==> config.mk <==
export PLATFORM = sky130hd
export DESIGN_NAME = div_seq_n
export DESIGN_NICKNAME = d
export VERILOG_FILES = /design/src/rtl/div_seq_n.sv
export SDC_FILE = /design/constraint.sdc
export NUM_CORES = 1
export LEC_CHECK = 0
export BUFFER_PORTS_ARGS = -buffer_cell sky130_fd_sc_hd__buf_2
export CAP_MARGIN = 40
export CORE_AREA = 2 2 125 127
export CTS_BUF_LIST = sky130_fd_sc_hd__clkbuf_8
export DETAILED_ROUTE_END_ITERATION = 6
export DIE_AREA = 0 0 127 129
export GPL_TIMING_DRIVEN = 0
export PLACE_DENSITY = 0.79
export SYNTH_ARGS = -nofsm -noshare
export SYNTH_HDL_FRONTEND = slang
export SYNTH_SLANG_ARGS = --single-unit
==> constraint.sdc <==
create_clock -name clk -period 3.3 [get_ports clk]
set_clock_uncertainty 0.1 [all_clocks]
set_input_delay 0 -clock clk [delete_from_list [all_inputs] [get_ports clk]]
set_output_delay 0 -clock clk [all_outputs]
set_load 0.02 [all_outputs]
==> src/rtl/div_seq_n.sv <==
// -----------------------------------------------------------------------------
// div_seq_n : multi-cycle radix-2 restoring integer divider (DIV / DIVU)
//
// One quotient bit is produced per clock. The result is written to HI/LO as
// Y_hi (remainder) and Y_lo (quotient), with ALU-style N/Z/V/C flags.
//
// Optional feature macro: DIV_SIGNED_EN
//   defined   : 'sign' selects signed (DIV) or unsigned (DIVU) operation.
//               Includes magnitude conversion, sign fix-up and the
//               MIN / -1 overflow flag.
//   undefined : every operation is unsigned and 'sign' is ignored.
//               V is raised only on divide by zero.
//   Latency is the same in both builds.
//
// Handshake: 'start' is sampled only while the FSM is IDLE. It is ignored
//   while busy and is never queued. 'done' is a one-cycle pulse in the cycle
//   the results become valid; busy is already low in that cycle, so a new
//   start may be issued at once.
//
// Ports:
//   clk         in   rising-edge clock
//   reset       in   synchronous, active-low reset
//   start       in   request; sampled in IDLE only
//   sign        in   1 = signed, 0 = unsigned; sampled with start
//   S, T        in   dividend / divisor; sampled with start
//   busy        out  high while in CALC or FIX
//   done        out  one-cycle pulse when Y_hi/Y_lo/flags are updated
//   Y_hi        out  remainder
//   Y_lo        out  quotient
//   N, Z, V, C  out  flags (C is always 0)
//   dbg_state_o out  current FSM state (0 IDLE, 1 CALC, 2 FIX)
// -----------------------------------------------------------------------------
module div_seq_n #(
    parameter int WIDTH = 32
) (
    input  logic             clk,
    input  logic             reset,
    input  logic             start,
    input  logic             sign,
    input  logic [WIDTH-1:0] S,
    input  logic [WIDTH-1:0] T,
    output logic             busy,
    output logic             done,
    output logic [WIDTH-1:0] Y_hi,
    output logic [WIDTH-1:0] Y_lo,
    output logic             N,
    output logic             Z,
    output logic             V,
    output logic             C,
    output logic [1:0]       dbg_state_o
);

    localparam int CNT_W = $clog2(WIDTH) + 1;

    typedef enum logic [1:0] {
        ST_IDLE = 2'd0,
        ST_CALC = 2'd1,
        ST_FIX  = 2'd2
    } state_e;

    state_e             state_q, state_d;
    logic [CNT_W-1:0]   cnt_q, cnt_d;
    logic [WIDTH-1:0]   rem_q, rem_d;
    logic [WIDTH-1:0]   quo_q, quo_d;
    logic [WIDTH-1:0]   dmag_q, dmag_d;
    logic               dvz_q, dvz_d;
    logic [WIDTH-1:0]   yhi_q, yhi_d;
    logic [WIDTH-1:0]   ylo_q, ylo_d;
    logic               n_q, n_d;
    logic               z_q, z_d;
    logic               v_q, v_d;
    logic               done_q, done_d;

`ifdef DIV_SIGNED_EN
    localparam logic [WIDTH-1:0] MIN_VAL = {1'b1, {(WIDTH-1){1'b0}}};

    logic               sop_q, sop_d;     // signed operation
    logic               sneg_q, sneg_d;   // dividend was negative
    logic               tneg_q, tneg_d;   // divisor was negative
    logic               ovf_q, ovf_d;     // MIN / -1
`else
    logic               unused_sign;
    assign unused_sign = sign;
`endif

    // Magnitudes of the incoming operands.
    logic [WIDTH-1:0]   s_mag;
    logic [WIDTH-1:0]   t_mag;

`ifdef DIV_SIGNED_EN
    assign s_mag = (sign && S[WIDTH-1]) ? (~S + WIDTH'(1)) : S;
    assign t_mag = (sign && T[WIDTH-1]) ? (~T + WIDTH'(1)) : T;
`else
    assign s_mag = S;
    assign t_mag = T;
`endif

    // One restoring step. The partial remainder can reach 2*dmag-1, which
    // needs WIDTH+1 bits. The difference gets one more guard bit so that its
    // MSB is a true borrow even when dmag has its top bit set.
    logic [WIDTH:0]     partial;
    logic [WIDTH+1:0]   trial;
    logic               trial_ok;
    logic               unused_trial_bit;

    assign partial          = {rem_q, quo_q[WIDTH-1]};
    assign trial            = {1'b0, partial} - {2'b00, dmag_q};
    assign trial_ok         = ~trial[WIDTH+1];
    assign unused_trial_bit = trial[WIDTH];   // always 0 when trial_ok

    // Result after sign correction; used only in FIX.
    logic [WIDTH-1:0]   res_lo;
    logic [WIDTH-1:0]   res_hi;
    logic               res_v;

    always_comb begin
        res_lo = quo_q;
        res_hi = rem_q;
        res_v  = 1'b0;
        if (dvz_q) begin
            // rem_q holds the raw dividend for a divide by zero.
            res_lo = '1;
            res_hi = rem_q;
            res_v  = 1'b1;
        end else begin
`ifdef DIV_SIGNED_EN
            if (sop_q && (sneg_q ^ tneg_q)) res_lo = ~quo_q + WIDTH'(1);
            if (sop_q && sneg_q)            res_hi = ~rem_q + WIDTH'(1);
            res_v = ovf_q;
`endif
        end
    end

    // Next-state and datapath.
    always_comb begin
        state_d = state_q;
        cnt_d   = cnt_q;
        rem_d   = rem_q;
        quo_d   = quo_q;
        dmag_d  = dmag_q;
        dvz_d   = dvz_q;
        yhi_d   = yhi_q;
        ylo_d   = ylo_q;
        n_d     = n_q;
        z_d     = z_q;
        v_d     = v_q;
        done_d  = 1'b0;
`ifdef DIV_SIGNED_EN
        sop_d   = sop_q;
        sneg_d  = sneg_q;
        tneg_d  = tneg_q;
        ovf_d   = ovf_q;
`endif

        case (state_q)
            ST_IDLE: begin
                if (start) begin
                    dvz_d  = (T == '0);
                    dmag_d = t_mag;
                    cnt_d  = '0;
`ifdef DIV_SIGNED_EN
                    sop_d  = sign;
                    sneg_d = sign & S[WIDTH-1];
                    tneg_d = sign & T[WIDTH-1];
                    ovf_d  = sign && (S == MIN_VAL) && (T == '1);
`endif
                    if (T == '0) begin
                        // Skip iterations; keep S so it can be returned as-is.
                        rem_d   = S;
                        quo_d   = '1;
                        state_d = ST_FIX;
                    end else begin
                        rem_d   = '0;
                        quo_d   = s_mag;
                        state_d = ST_CALC;
                    end
                end
            end

            ST_CALC: begin
                rem_d = trial_ok ? trial[WIDTH-1:0] : partial[WIDTH-1:0];
                quo_d = {quo_q[WIDTH-2:0], trial_ok};
                cnt_d = cnt_q + CNT_W'(1);
                if (cnt_q == CNT_W'(WIDTH - 1)) begin
                    cnt_d   = '0;
                    state_d = ST_FIX;
                end
            end

            ST_FIX: begin
                ylo_d   = res_lo;
                yhi_d   = res_hi;
                n_d     = res_lo[WIDTH-1];
                z_d     = (res_lo == '0);
                v_d     = res_v;
                done_d  = 1'b1;
                state_d = ST_IDLE;
            end

            default: begin
                state_d = ST_IDLE;
            end
        endcase
    end

    always_ff @(posedge clk) begin
        if (!reset) begin
            state_q <= ST_IDLE;
            cnt_q   <= '0;
            rem_q   <= '0;
            quo_q   <= '0;
            dmag_q  <= '0;
            dvz_q   <= 1'b0;
            yhi_q   <= '0;
            ylo_q   <= '0;
            n_q     <= 1'b0;
            z_q     <= 1'b0;
            v_q     <= 1'b0;
            done_q  <= 1'b0;
`ifdef DIV_SIGNED_EN
            sop_q   <= 1'b0;
            sneg_q  <= 1'b0;
            tneg_q  <= 1'b0;
            ovf_q   <= 1'b0;
`endif
        end else begin
            state_q <= state_d;
            cnt_q   <= cnt_d;
            rem_q   <= rem_d;
            quo_q   <= quo_d;
            dmag_q  <= dmag_d;
            dvz_q   <= dvz_d;
            yhi_q   <= yhi_d;
            ylo_q   <= ylo_d;
            n_q     <= n_d;
            z_q     <= z_d;
            v_q     <= v_d;
            done_q  <= done_d;
`ifdef DIV_SIGNED_EN
            sop_q   <= sop_d;
            sneg_q  <= sneg_d;
            tneg_q  <= tneg_d;
            ovf_q   <= ovf_d;
`endif
        end
    end

    assign busy        = (state_q == ST_CALC) || (state_q == ST_FIX);
    assign done        = done_q;
    assign Y_hi        = yhi_q;
    assign Y_lo        = ylo_q;
    assign N           = n_q;
    assign Z           = z_q;
    assign V           = v_q;
    assign C           = 1'b0;
    assign dbg_state_o = state_q;

endmodule

Yosys cells after proc, flatten, opt, wreduce, memory -nomap -nowiden
Cells that the tools add are included.
{"block": "word_totals", "register_bits": 173, "latchBits": 0, "ram_bits": 0, "romBits": 0, "out_inout_bits": 72, "mem_count": 0}
{"block": "classes", "addsub": 2, "n_mul": 0, "div_mod_pow": 0, "order_cmp": 0, "n_eq_ne": 5, "shift": 0, "n_mux": 17, "n_bitwise": 1, "n_reduce_logical": 8}
{"cell": "$mux W32", "n": 6}
{"cell": "$pmux W32 S2", "n": 2}
{"cell": "$logic_not A32 Y1", "n": 2}
{"cell": "$sub A33 B32 Y34", "n": 1}
{"cell": "$mux W6", "n": 2}
{"cell": "$pmux W6 S2", "n": 1}
{"cell": "$add A6 B1 Y6 const B", "n": 1}
{"cell": "$eq A6 B5 Y1 const B", "n": 1}
{"cell": "$mux W2", "n": 3}
{"cell": "$reduce_and A2 Y1", "n": 3}
{"cell": "$ne A2 B2 Y1 const B", "n": 2}
{"cell": "$pmux W2 S2", "n": 1}
{"cell": "$eq A2 B1 Y1 const B", "n": 1}
{"cell": "$eq A2 B2 Y1 const B", "n": 1}
{"cell": "$logic_not A2 Y1", "n": 1}
{"cell": "$mux W1", "n": 2}
{"cell": "$reduce_bool A2 Y1", "n": 1}
{"cell": "$logic_or A1 B1 Y1", "n": 1}
{"cell": "$not A1 Y1", "n": 1}

Depth between registers and ports, before layout
Gate-level depths: netlist (run 1).
{"block": "depth", "depth_word": 4, "depth_mapped": 14, "mapped_depth_nobuf": 12}

Worst setup path before layout (run 1)
No wires, ideal clock.
{"block": "synth_timing", "path_kind": "register to register", "startpoint": "reg quo_q[31]", "endpoint": "reg rem_q[30]", "setup_time_ns": 0.079, "t_arrival_ns": 2.813, "required_ns": 3.121, "slack_ns": 0.308, "path_stages_with_launch": 13, "path_buffers": 0, "path_cell_list": "dfxtp_1 -> inv_1 -> ha_1 -> fa_1 -> nor2b_1 -> o31a_1 -> nor3_1 -> o311ai_2 -> a211oi_1 -> o21ai_2 -> a41oi_1 -> or4_1 -> o211ai_1"}
{"block": "synth_between", "elab_chain_len": 3}
{"item": "start: declaration", "line": "64", "text": "logic [WIDTH-1:0] quo_q, quo_d;"}
{"item": "start signal: assignment", "line": "230", "text": "quo_q <= quo_d;"}
{"item": "$sub A33 B32 Y34", "line": "107", "text": "assign trial = {1'b0, partial} - {2'b00, dmag_q};"}
{"item": "$mux W32", "line": "181", "text": "rem_d = trial_ok ? trial[WIDTH-1:0] : partial[WIDTH-1:0];"}
{"item": "$pmux W32 S2", "line": "155", "text": "case (state_q)"}
{"item": "end signal: assignment", "line": "229", "text": "rem_q <= rem_d;"}
{"item": "end: declaration", "line": "63", "text": "logic [WIDTH-1:0] rem_q, rem_d;"}
Every way passes these cells.
A chain may end at the register's enable or synchronous reset.

Worst setup path after layout (run 1)
Same ends and word-level chain as after synthesis.

==> results.cfg, run 1 <==
[run_status]
status = complete, no violations

[sta]
maxSlewViolCount = 0
finalHoldViolCount = 0
finalSetupViolCount = 0
post-route-period-util_pct = 96.4
setup_slack_ns = 0.120
max_freq_mhz = 314
layout_min_cycle_time_ns = 3.18
maxSlewHeadroom_pct = 42.1
tightest_slew_ns = 0.869

[critical_path]
reg2reg_setup_slack_ns = 0.12
critPathMaxFanout = 5
crit_type = reg2reg
end_kind = flop
crit_required_ns = 3.60
worst_setup_path_start_kind = flop
cp.arrival_ns = 3.48

[cts]
cts_tree = yes
htreeDepth = 4
insertion_delay_ns = 0.48
clk_pin_slew_ns = 0.10
cts_buffers = 17
cts.sinks = 172
cts_root_buf = clkbuf_8
clk_path_buf_depth = 2

[detailed_routing]
wl_per_cell_um = 17.6
vias_per_cell = 5.91
routed_wl_um = 26300
post-route-drc-count = 0
vias = 8797
dr.pass1.iters = 5
drtIter0Drc = 839
final_antenna_net_count = 0

[global_route]
grt_pass1_vias = 8059
grt_pass1_wl_um = 40700
antenna_found_initial = 0
grt_max_degree = 17
grt-ovfl-total = 0
grt_usage_pct = 31.4

[floorplanning]
die_area_sq_mm = 0.0164
die_w_um = 127
core_sq_mm = 0.0150
io_pins = 140
start_util_pct = 57.8
row_count = 45
die_y_um = 129

[synthesis]
async_reset_ff_share_pct = 0
ys_ff_latch = 172
synthFlopType = dfxtp_1
avgSynthCellArea_sq_um = 8.25
synth-edff-count = 0
yosysSeqAreaShare_pct = 39.8
synth_area_leader_cell = dfxtp_1
syn_nets = 1154
synth_warnings = 0
synth_cell_types = 67
synth_top_area_share_pct = 39.8
synthesis.area_sq_mm = 0.00865
synthTopCellsByArea = dfxtp_1 40%, a21oi_1 8.0%, nand2_1 5.6%
synth_cells = 1049

[cells_and_area]
num_antenna_cells = 0
drive_gt1_share_pct = 17.1
layout.nets = 1393
final_area_sq_mm = 0.0109
area_growth_pct = 25.6

[place]
gp_congestion = 0.947
post-place-ws_ns = -0.188
io_buffers = 137
hpwl_um = 19100
placed_cell_area_sq_mm = 0.00958

[power]
power_density_mw_per_mm2 = 700
peakVddDrop_v = 0.000314
clkPwrFrac_pct = 22.1
power.leakage_nw = 4.42
p_comb_share_pct = 44.8
p_sw_mw = 2.99
p_int_mw = 4.61
switching_share_pct = 39.3
seqPwrFrac_pct = 33.1

[job]
maxCapViolations = 0

[hold_path]
hp-class = in2reg
cells in the mapped netlist (6+ instances only):
| cell | n |
|---|---|
| a211oi_1 | 18 |
| a21o_1 | 6 |
| a21oi_1 | 139 |
| a221oi_1 | 6 |
| a22oi_1 | 10 |
| buf_1 | 9 |
| clkbuf_1 | 54 |
| dfxtp_1 | 172 |
| ha_1 | 36 |
| inv_1 | 49 |
| mux2_2 | 9 |
| mux2i_1 | 37 |
| nand2_1 | 129 |
| nand3_1 | 10 |
| nand4_1 | 7 |
| nor2_1 | 104 |
| nor3_1 | 7 |
| nor4_1 | 16 |
| o21a_1 | 6 |
| o21ai_0 | 48 |
| o221ai_1 | 31 |
| o22ai_1 | 31 |
| xnor2_1 | 11 |
| xor2_1 | 17 |
area by class of cell:
class                           count  area (sq um)
Buffer                             70           302
Clock buffer                       17           234
Clock inverter                     15           210
Fill cell                        1170          4110
Inverter                           49           184
Multi-Input combinational cell    758          4780
Sequential cell                   172          3450
Tap cell                          188           235
Timing Repair Buffer              220          1480
critical path, cell delays in order (launching register included):
cell and delay, ns:
dfxtp_4 0.39, inv_1 0.05, ha_1 0.22, fa_2 0.37, nor2b_2 0.14, o31a_1 0.20, nor3_1 0.08, o311ai_2 0.38
a211oi_2 0.17, o21ai_2 0.24, a41oi_2 0.16, or4_1 0.52, o211ai_1 0.09
power groups by stage:
| stage | Clock (mW) | Combinational, mW | Sequential, mW |
|---|---|---|---|
| detailed placement | 0 | 2.98 | 2.55 |
| finish | 1.68 | 3.41 | 2.52 |
| global route | 1.78 | 3.68 | 2.54 |
| global placement | 0 | 2.95 | 2.54 |
| CTS | 1.68 | 3.09 | 2.50 |
| floorplan | 0 | 2.23 | 2.56 |
sequential cells by signal, summed over array words and instances, names as in the netlist, 2 cells and up:
signal and count:
Y_hi 32, dmag_q 32, cnt_q 6, Y_lo 32, quo_q 32, rem_q 32, dbg_state_o 2
layer usage:
metal  wire, um  vias to the layer above  GRT usage [%]
met1      11500                     4040           41.1
met4        653                        0           10.7
met3       2140                       56           7.03
li1           -                     4249              -
met5          0                        -              0
met2      12000                      452           51.5
final timing paths:
check	start	end	cells past startpoint
worst max register to register	quo_q[31]$_SDFFE_PN0P_	rem_q[30]$_SDFFE_PN0P_	12
worst min register to register	dmag_q[30]$_SDFFE_PN0P_	dmag_q[30]$_SDFFE_PN0P_	2
worst min-delay path	T[13]	dmag_q[13]$_SDFFE_PN0P_	4
worst max-delay path	quo_q[31]$_SDFFE_PN0P_	rem_q[30]$_SDFFE_PN0P_	12
cells by family (layout without fill, tap and decap cells):
kind of cell	count (synthesis)	in the layout	synth area share, %
simple gates	299	299	14.8
mux	49	49	5.84
compound gates	344	344	25.6
fa+ha+maj	37	37	5.44
other cells	1	1	0.0433
xor+xnor	28	28	2.83
buf+inv	119	371	5.61
flops	172	172	39.8
placed cells by master, fill, tap and decap left out, types with 11 or more instances in the layout:
master,instances
dfxtp_1,170
a21oi_1,139
buf_2,138
nand2_1,129
nor2_1,104
dlygate4sd3_1,68
clkbuf_1,54
inv_1,50
o21ai_0,48
mux2i_1,37
ha_1,36
o22ai_1,31
o221ai_1,31
buf_4,18
a211oi_1,17
xor2_1,17
clkbuf_8,17
nor4_1,16
xnor2_1,11
stage by stage:
step / hold WS [ns] / power, mW / util (%) / instances / TNS [ns]
2_1_floorplan: 0.0360 / 4.79 / - / 1049 / 0
3_3_place_gp: 0.155 / 5.49 / 63.9 / 1374 / -0.153
3_5_place_dp: 0.160 / 5.53 / 63.9 / 1374 / -0.226
4_1_cts: 0.197 / 7.27 / 71.5 / 1475 / 0
5_1_grt: 0.223 / 7.99 / 72.6 / 1489 / -0.0206
6_report: 0.204 / 7.61 / 72.6 / 1489 / 0
what timing repair did:
| action | CTS | global route |
|---|---|---|
| hold buffers | 68 | 0 |
| gates cloned | 0 | 0 |
| resized for setup | 1 | 10 |
| setup buffers | 1 | 14 |
| endpoints found under the hold margin | 104 | 0 |
| pin swaps | 1 | 8 |
| setup endpoints to repair | 2 | 30 |
Note: power is estimated with default switching activity, not from simulation.
==> run 2, diff against run 1 <==
CORE_AREA = 2 2 131 133   (was 2 2 125 127)
DIE_AREA = 0 0 133 135   (was 0 0 127 129)
PLACE_DENSITY = 0.76   (was 0.79)
clock period = 2.57 ns   (was 3.3 ns; I/O delays follow)
==> run 2 against run 1 <==
The flow now finishes with violations (setup timing). Non-clock buffer count increased by 31. Combinational power grew 80%. Clock power up 7%. First-iteration DRC count is 14% higher. Worst hold slack got worse by 0.010 ns. Clock-buffer cell count rose by 3. Critical endpoint unchanged. Largest cell class unchanged. Largest power group unchanged.
==> results.cfg, run 2 (synthesis results as in run 1) <==
[run_status]
status = finished with violations
violations = setup timing

[power]
p_int_mw = 6.65
power.leakage_nw = 4.75
p_sw_mw = 4.55
clkPwrFrac_pct = 16.1
power_density_mw_per_mm2 = 950
switching_share_pct = 40.6
seqPwrFrac_pct = 29.1
p_comb_share_pct = 54.8
peakVddDrop_v = 0.000485
finalPower_mw = 11.2

[detailed_routing]
drtIter0Drc = 957
vias_per_cell = 5.97
dr.pass1.iters = 5
routed_wl_um = 29600
wl_per_cell_um = 19.1
final_antenna_net_count = 0
vias = 9271
post-route-drc-count = 0

[floorplanning]
row_count = 47
core_sq_mm = 0.0164
die_area_sq_mm = 0.0180
die_w_um = 133
die_y_um = 135
start_util_pct = 52.7
io_pins = 140

[cells_and_area]
drive_gt1_share_pct = 27.8
mostFrequentLayoutCells = 151 x dfxtp_1, 137 x buf_2, 127 x nand2_1
final_core_util_pct = 71.9
num_antenna_cells = 0
final_cell_count_no_fill = 1552
final_area_sq_mm = 0.0118
layout.nets = 1424
fill_cells = 1200
final_common_cell = dfxtp_1
area_growth_pct = 36.3

[cts]
cts.sinks = 172
htreeDepth = 4
insertion_delay_ns = 0.49
cts_tree = yes
cts_buffers = 17
cts_root_buf = clkbuf_8
clk_path_buf_depth = 2
clk_pin_slew_ns = 0.10

[sta]
finalSetupViolCount = 33
finalHoldViolCount = 0
maxSlewViolCount = 0
layout_min_cycle_time_ns = 3.03
tightest_slew_ns = 1.02
post-route-period-util_pct = 118
maxSlewHeadroom_pct = 32.1
whs_ns = 0.194
rsz0062_at_grt = yes
setup_slack_ns = -0.463
max_freq_mhz = 330

[global_route]
grt_usage_pct = 31.5
grt-ovfl-total = 0
use_met2_pct = 51.7
met1_usage_pct = 41.4
grt_max_degree = 17
grt_pass1_wl_um = 44800
grt_pass1_vias = 8507
met3_usage_pct = 5.14
busiest_layer = met2
antenna_found_initial = 0

[critical_path]
crit_required_ns = 2.88
crit_type = reg2reg
end_kind = flop
cp.arrival_ns = 3.34
worst_setup_path_start_kind = flop
critPathMaxFanout = 3
worstRegToRegCells = 12

[place]
io_buffers = 137
placed_cell_area_sq_mm = 0.00969
gp_congestion = 0.938
hpwl_um = 19400
place_inst = 1406

[hold_path]
hold_path_depth = 4
hp-class = in2reg

[job]
maxCapViolations = 0
-- run 2: repair_timing --
item,4_1_cts,5_1_grt
pin swaps,64,51
gates cloned,4,0
setup endpoints to repair,65,68
hold endpoints to repair,103,0
hold buffers,67,0
gates resized for setup,113,66
setup buffers,34,16
-- run 2: worst paths after layout --
kind / endpoint / startpoint / slack (ns)
worst min register to register: dmag_q[15]$_SDFFE_PN0P_ / dmag_q[15]$_SDFFE_PN0P_ / 0.36
worst max-delay path: rem_q[30]$_SDFFE_PN0P_ / quo_q[31]$_SDFFE_PN0P_ / -0.46
worst max register to register: rem_q[30]$_SDFFE_PN0P_ / quo_q[31]$_SDFFE_PN0P_ / -0.46
worst min-delay path: dmag_q[24]$_SDFFE_PN0P_ / T[24] / 0.19
-- run 2: final cells by class --
| type | instances | area [sq um] | area share (%) |
|---|---|---|---|
| plain buffers | 68 | 315 | 2.67 |
| clock buffers | 20 | 275 | 2.33 |
| clock inverters | 12 | 87.6 | 0.742 |
| inverters | 49 | 184 | 1.56 |
| multi-input cells | 758 | 5330 | 45.2 |
| flip-flops and latches | 172 | 3480 | 29.5 |
| well taps | 220 | 275 | 2.33 |
| repair buffers | 253 | 1850 | 15.7 |
-- run 2: critical path: stages (launching register included) --
cell and delay [ns]:
dfxtp_4 0.37, inv_2 0.05, ha_4 0.17, fa_2 0.38, nor2b_4 0.15, o31a_1 0.20
nor3_2 0.06, o311ai_2 0.37, a211oi_2 0.18, o21ai_2 0.22, a41oi_2 0.14, or4_1 0.44
o211ai_1 0.11
-- run 2: stage by stage --
step	setup WS [ns]	TNS, ns
finish	-0.463	-10.55
global placement	-0.631	-16.62
detailed placement	-0.663	-18.20
global route	-0.479	-12.18
floorplan	-0.243	-4.13
CTS	-0.305	-7.27
-- run 2: routing by layer --
metal | share of wire [%] | wire length (um)
met1 | 41 | 12300
met4 | 3.5 | 1030
met3 | 9.0 | 2650
met2 | 46 | 13600
met5 | 0 | 0
-- run 2: power by group through the flow --
stage / clock network [mW] / logic [mW] / registers (mW)
after floorplan: 0 / 2.95 / 3.29
after global placement: 0 / 3.87 / 3.27
after detailed placement: 0 / 3.92 / 3.28
after CTS: 1.80 / 5.58 / 3.24
after global routing: 1.92 / 6.43 / 3.29
final: 1.80 / 6.14 / 3.27
